===== config.mk =====
export PLATFORM = sky130hd
export DESIGN_NAME = hazard_sequencer
export DESIGN_NICKNAME = d
export VERILOG_FILES = /design/src/rtl/hazard_sequencer.sv
export SDC_FILE = /design/constraint.sdc
export NUM_CORES = 1
export LEC_CHECK = 0
export CAP_MARGIN = 20
export CORE_UTILIZATION = 31
export DETAILED_ROUTE_END_ITERATION = 10
export GPL_TIMING_DRIVEN = 0
export PLACE_DENSITY = 0.81
export SYNTH_ARGS = -nofsm -noshare
export SYNTH_HDL_FRONTEND = slang
export SYNTH_SLANG_ARGS = --single-unit

===== constraint.sdc =====
create_clock -name clk -period 1.75 [get_ports clk]
set_input_delay 0.35 -clock clk [delete_from_list [all_inputs] [get_ports clk]]
set_output_delay 0.35 -clock clk [all_outputs]
set_load 0.03 [all_outputs]

===== src/rtl/hazard_sequencer.sv =====
// hazard_sequencer: load-use/redirect/mem-wait pipeline control with Mealy outputs; HAZARD_PERF_EN builds the stall/flush/memwait counters
module hazard_sequencer #(
  parameter int REDIRECT_CYCLES = 1
) (
  input  logic        clk,
  input  logic        reset_n,
  input  logic        IDEX_MemRead,
  input  logic [4:0]  IDEX_Rt,
  input  logic [4:0]  IFID_Rs,
  input  logic [4:0]  IFID_Rt,
  input  logic        ID_UsesRt,
  input  logic        EX_BranchTaken,
  input  logic        EX_JR,
  input  logic        mem_busy,
  output logic        PC_Write,
  output logic        IFID_Write,
  output logic        IFID_Flush,
  output logic        flush,
  output logic        EXMEM_Write,
  output logic [15:0] stall_cnt,
  output logic [15:0] flush_cnt,
  output logic [15:0] memwait_cnt
);
  typedef enum logic [1:0] {RUN, LU_STALL, REDIRECT, MEM_WAIT} state_t;
  state_t state, state_nx, ret_state, ret_nx, eff;
  logic [1:0] rcnt, rcnt_nx;
  logic redirect, lu_hazard, stall_c, flush_c;
  assign redirect  = EX_BranchTaken | EX_JR;
  assign lu_hazard = IDEX_MemRead & (IDEX_Rt != 5'd0) &
                     ((IDEX_Rt == IFID_Rs) | (ID_UsesRt & (IDEX_Rt == IFID_Rt)));
  assign eff = (state == MEM_WAIT) ? ret_state : state;
  always_ff @(posedge clk or negedge reset_n)
    if (!reset_n) begin
      state     <= RUN;
      ret_state <= RUN;
      rcnt      <= 2'd0;
    end else begin
      state     <= state_nx;
      ret_state <= ret_nx;
      rcnt      <= rcnt_nx;
    end
  always_comb begin
    state_nx = RUN;
    ret_nx   = ret_state;
    rcnt_nx  = rcnt;
    if (mem_busy) begin
      state_nx = MEM_WAIT;
      if (state != MEM_WAIT) ret_nx = state;
    end else if (redirect) begin
      state_nx = (REDIRECT_CYCLES > 1) ? REDIRECT : RUN;
      rcnt_nx  = (REDIRECT_CYCLES > 1) ? 2'(REDIRECT_CYCLES - 1) : rcnt;
    end else if (eff == REDIRECT) begin
      state_nx = (rcnt == 2'd1) ? RUN : REDIRECT;
      rcnt_nx  = rcnt - 2'd1;
    end else if (eff == RUN && lu_hazard) begin
      state_nx = LU_STALL;
    end
  end
  always_comb begin
    stall_c     = reset_n & ~mem_busy & ~redirect & (eff == RUN) & lu_hazard;
    flush_c     = reset_n & ~mem_busy & (redirect | (eff == REDIRECT));
    PC_Write    = reset_n & ~mem_busy & ~stall_c;
    IFID_Write  = reset_n & ~mem_busy & ~stall_c;
    EXMEM_Write = reset_n & ~mem_busy;
    IFID_Flush  = ~reset_n | flush_c;
    flush       = ~reset_n | flush_c | stall_c;
  end
`ifdef HAZARD_PERF_EN
  always_ff @(posedge clk or negedge reset_n)
    if (!reset_n) begin
      stall_cnt   <= 16'd0;
      flush_cnt   <= 16'd0;
      memwait_cnt <= 16'd0;
    end else begin
      if (stall_c && stall_cnt != 16'hFFFF) stall_cnt <= stall_cnt + 16'd1;
      if (flush_c && flush_cnt != 16'hFFFF) flush_cnt <= flush_cnt + 16'd1;
      if (mem_busy && memwait_cnt != 16'hFFFF) memwait_cnt <= memwait_cnt + 16'd1;
    end
`else
  assign stall_cnt   = 16'd0;
  assign flush_cnt   = 16'd0;
  assign memwait_cnt = 16'd0;
`endif
endmodule


Word-level counts from Yosys, hierarchy flattened
Cells that the tools add are included.

operators by class
  reduce and logical (&&, ||, !) cells = 5
  add/subtract/negate cells = 1
  muxes and demuxes = 6
  equality and inequality tests = 6
  bitwise gates (word level) = 18

operators by type and width
  cell                                               number
  == test 5 bit                                      2
  two-way mux 2 bit                                  5
  bitwise AND 1 bit                                  9
  OR 1 bit                                           5
  nonzero test 5 bit                                 1
  == test 2 bit (second input constant)              2
  inverter 1 bit                                     4
  AND reduction 3 bit                                1
  == test 2 x 1 -> 1 bit (second input constant)     1
  zero test 2 bit                                    1
  inequality test 2 bit (second input constant)      1
  AND reduction 2 bit                                1
  subtractor 2 x 1 -> 2 bit (second input constant)  1
  logical AND 1 bit                                  1
  two-way mux 1 bit                                  1

word-level totals
  bits of input ports = 22
  output and inout bits = 53
  logic and storage cells = 39
  register bits after elaboration = 6

Logic depth before layout (Yosys ltp)
  depth in word-level cells = 9
  mapped depth = 5
  gate-level depth less buffers = 4

Worst setup path after synthesis
OpenSTA, ideal clock, no wires.

  kind = input to output
  start = input IDEX_Rt[4]
  end = output flush
  arrival = 1.766 ns
  path slack = -0.366 ns
  stages = 4
  path buffers = 0
  path through = xor2_1 -> nor4_2 -> a32oi_1 -> o311ai_1

between the ends
  cells in the longest elaborated chain, start to end = 6

RTL lines
  item                   RTL line  RTL
  start: declaration     8         input logic [4:0] IDEX_Rt,
  == test 5 bit          30        ((IDEX_Rt == IFID_Rs) | (ID_UsesRt & (IDEX_Rt == IFID_Rt)));
  bitwise AND 1 bit      30
  OR 1 bit               30
  bitwise AND 1 bit (*)  29        assign lu_hazard = IDEX_MemRead & (IDEX_Rt != 5'd0) &
  bitwise AND 1 bit (*)  60        stall_c = reset_n & ~mem_busy & ~redirect & (eff == RUN) & lu_hazard;
  OR 1 bit (*)           66        flush = ~reset_n | flush_c | stall_c;
  end: declaration       18        output logic flush,

Mark *: on every way between the ends. The rest lies on a longest branch, timed or not.

Worst setup path after layout
  start = input IFID_Rt[2]
  end = output PC_Write

between the ends
  cells in the longest elaborated chain, start to end = 7

RTL lines
  item                RTL line  RTL
  start: declaration  10        input logic [4:0] IFID_Rt,
  == test 5 bit       30
  bitwise AND 1 bit   30
  OR 1 bit            30
  bitwise AND 1 bit   29
  bitwise AND 1 bit   60
  inverter 1 bit      62        PC_Write = reset_n & ~mem_busy & ~stall_c;
  bitwise AND 1 bit   62
  end: declaration    15        output logic PC_Write,

No other way between the ends.

==> qor.txt <==
run status -> finished, violations left
failing checks -> negative setup slack
clock root buffer master -> clkbuf_4
post-route antenna net violation count -> 0
post-route setup TNS -> -0.589 ns
routability cong. -> 0.703
Area Overhead vs Synth -> 66.5%
Clock Tree Buf Depth -> 2
total wire length -> 1660 um
ANT cells -> 0
kind of critical path -> in2out
register area share after synthesis -> 18.4%
power per cell area -> 542 mW/mm2
post-route setup slack -> -0.223 ns
Die Height -> 53.3 um
fin util -> 54.7%
Routed WL per cell -> 7.98 um
final net count -> 203
pin count of the biggest net entering global routing -> 10
drt pass-1 iters -> 3
CTS Sinks -> 6
Port Buffer Count -> 26
H-tree depth -> 1
Finished Cell Area -> 0.00136 mm2
Initial DRC Count -> 2
Cell Chain, Critical Path -> buf_6 -> xor2_2 -> nor4_2 -> a32oi_2 -> o31a_1 -> buf_6 -> buf_6
leading area contributor after synthesis -> buf_4
unrepaired setup endpoints after global routing -> yes
combinational power share -> 56.0%
Yosys reg bits -> 6
top post-synthesis cells by count -> buf_4, nor2_1, xor2_1, dfrtp_1
Synth cell types -> 23
Critical Path Source Type -> primary input
worst reg2reg startpoint -> ret_state[0]
Clock Latency Late Sink -> 0.24 ns
clock share of power -> 17.2%
WP data required -> 1.40 ns
Int Pwr -> 0.423 mW
sequential power share -> 26.8%
worst path bufs/invs -> 3
Mapped Area -> 815 um2
EDFF count, synth -> 0
Max VDD drop -> 0.367 mV
Die ar. -> 0.00284 mm2
placed cell count -> 204
clk_skew -> 0.00184 ns
Post-route DRC -> 0
die width -> 53.3 um
CP max stage cell -> nor4_2
max cap viols -> 0
Initial Util -> 32.9%
core box area -> 0.00248 mm2
Via-to-Cell Ratio -> 3.51
vias in the first global route -> 570
IO Pins -> 75
Switch Pwr -> 0.312 mW
Worst Setup SP -> IFID_Rt[2]
Clock transition at path regs -> 0.04 ns
Crit. End Element -> output port
fill count -> 245
Placement Rows -> 18
Final Hold Slack -> 0.0921 ns
grt total ovfl -> 0
Leak -> 0.779 nW
area share of the largest cell type after synthesis -> 45.2%
Post-synth ARST share -> 100%
fin. max-slew vios -> 0
FMAX -> 0.507 GHz
final setup violation count -> 3
period utilization -> 113%
ys flop type -> dfrtp_1
Avg Inst Size Synth -> 8.06 um2
Hold Crit Class -> in2async
Worst path max stage delay -> 0.29 ns
Net Sw Frac -> 42.5%
CP most frequent cell -> buf_6
DP Area -> 0.00132 mm2
routed via count -> 730
global-route wire length before repair -> 2440 um
Ys Warns -> 0
hpwl dp -> 1390 um
cell family with most CP delay -> compound AO/OA/AOI/OAI gates
critical path arrival -> 1.62 ns
GRT Total Usage -> 11.9%
share of layout cells above drive strength 1 -> 44.4%
Hold Vio Cnt, Final -> 0
Post-Synthesis Cells -> 101
CTS Hold Bufs -> 0
total power draw -> 0.735 mW
post-route minimum period -> 1.97 ns
CTS buffer count -> 3
Synth area leaders -> buf_4, dfrtp_1, xor2_1, nor2_1, ha_1
initial antenna violation count -> 0
Setup WS pre-CTS -> -1.20 ns
Final Non-Filler Cells -> 208
crit path max fanout -> 3
CTS tree -> built
most instantiated library cell after synthesis -> buf_4
[flip-flops by register name (all words and copies together), names as in the netlist]
signal and cells:
state 2, rcnt 2, ret_state 2
[path summary, 6_finish.rpt]
check                      slack (ns)  depth (start not counted)            to
setup reg to reg                 0.41                          4       rcnt[1]
hold / removal                   0.09                          1  ret_state[0]
setup / recovery                -0.22                          7      PC_Write
max in group asynchronous        1.39                          1      state[1]
hold reg to reg                  0.48                          1       rcnt[0]
min in group clk                 0.48                          3      state[0]
[worst reg2reg max path, delay by kind of cell (launching register included)]
kind             cells  cell delay, ns
AO/OA/AOI/OAI        1            0.12
AND/OR/NAND/NOR      2            0.33
flip-flops           1            0.43
multiplexers         1            0.35
[layout make-up]
cell class | instances | area (um2) | share of cell area (%)
Multi-Input combinational cell | 90 | 534 | 39.4
Buffer | 49 | 372 | 27.4
Timing Repair Buffer | 27 | 229 | 16.9
Sequential cell | 6 | 150 | 11.1
Tap cell | 30 | 37.5 | 2.77
Clock buffer | 3 | 22.5 | 1.66
Inverter | 3 | 11.3 | 0.830
[what timing repair did]
| action | CTS | global route |
|---|---|---|
| setup endpoints to repair | 5 | 5 |
| gates resized for setup | 75 | 9 |
| hold endpoints to repair | 0 | 0 |
| pin swaps | 14 | 4 |
| setup buffers | 0 | 1 |
[power by group through the flow]
stage	clock network (mW)	logic, mW	registers, mW
CTS	0.132	0.402	0.196
global placement	0	0.402	0.195
finish	0.126	0.412	0.197
detailed placement	0	0.406	0.197
floorplan	0	0.321	0.191
global route	0.142	0.446	0.202
[logic make-up (layout without fill, tap and decap cells)]
family,count (synthesis),after routing,share of synthesized area [%]
xor+xnor,11,11,11.8
buf+inv,52,82,46.5
mux,1,1,1.38
compound gates,9,9,7.99
other cells,1,48,0.460
simple gates,20,20,11.8
flops,6,6,18.4
fa+ha+maj,1,1,1.54
[metal layers]
| layer | vias to the layer above | global-route usage, % | share of wire (%) |
|---|---|---|---|
| li1 | 383 | - | - |
| met1 | 300 | 12.9 | 35 |
| met2 | 47 | 21.3 | 51 |
| met3 | 0 | 2.87 | 14 |
| met4 | 0 | 5.26 | 0 |
| met5 | - | 0 | 0 |
[cells in the final DEF (no fill, tap or decap), types with 2 or more instances in the layout]
| cell | Yosys | layout |
|---|---|---|
| dfrtp_1 | 6 | 6 |
| clkdlybuf4s50_1 | 0 | 5 |
| clkdlybuf4s15_1 | 0 | 2 |
| nor3_2 | 0 | 2 |
| nor2_1 | 10 | 9 |
| xor2_1 | 10 | 8 |
| buf_6 | 0 | 6 |
| buf_4 | 49 | 50 |
| conb_1 | 1 | 48 |
| buf_2 | 0 | 6 |
| inv_1 | 3 | 2 |
| xor2_2 | 0 | 2 |
| dlygate4sd2_1 | 0 | 6 |
| clkbuf_4 | 0 | 3 |
| nand2_1 | 3 | 3 |
(Power assumes the default switching activity.)
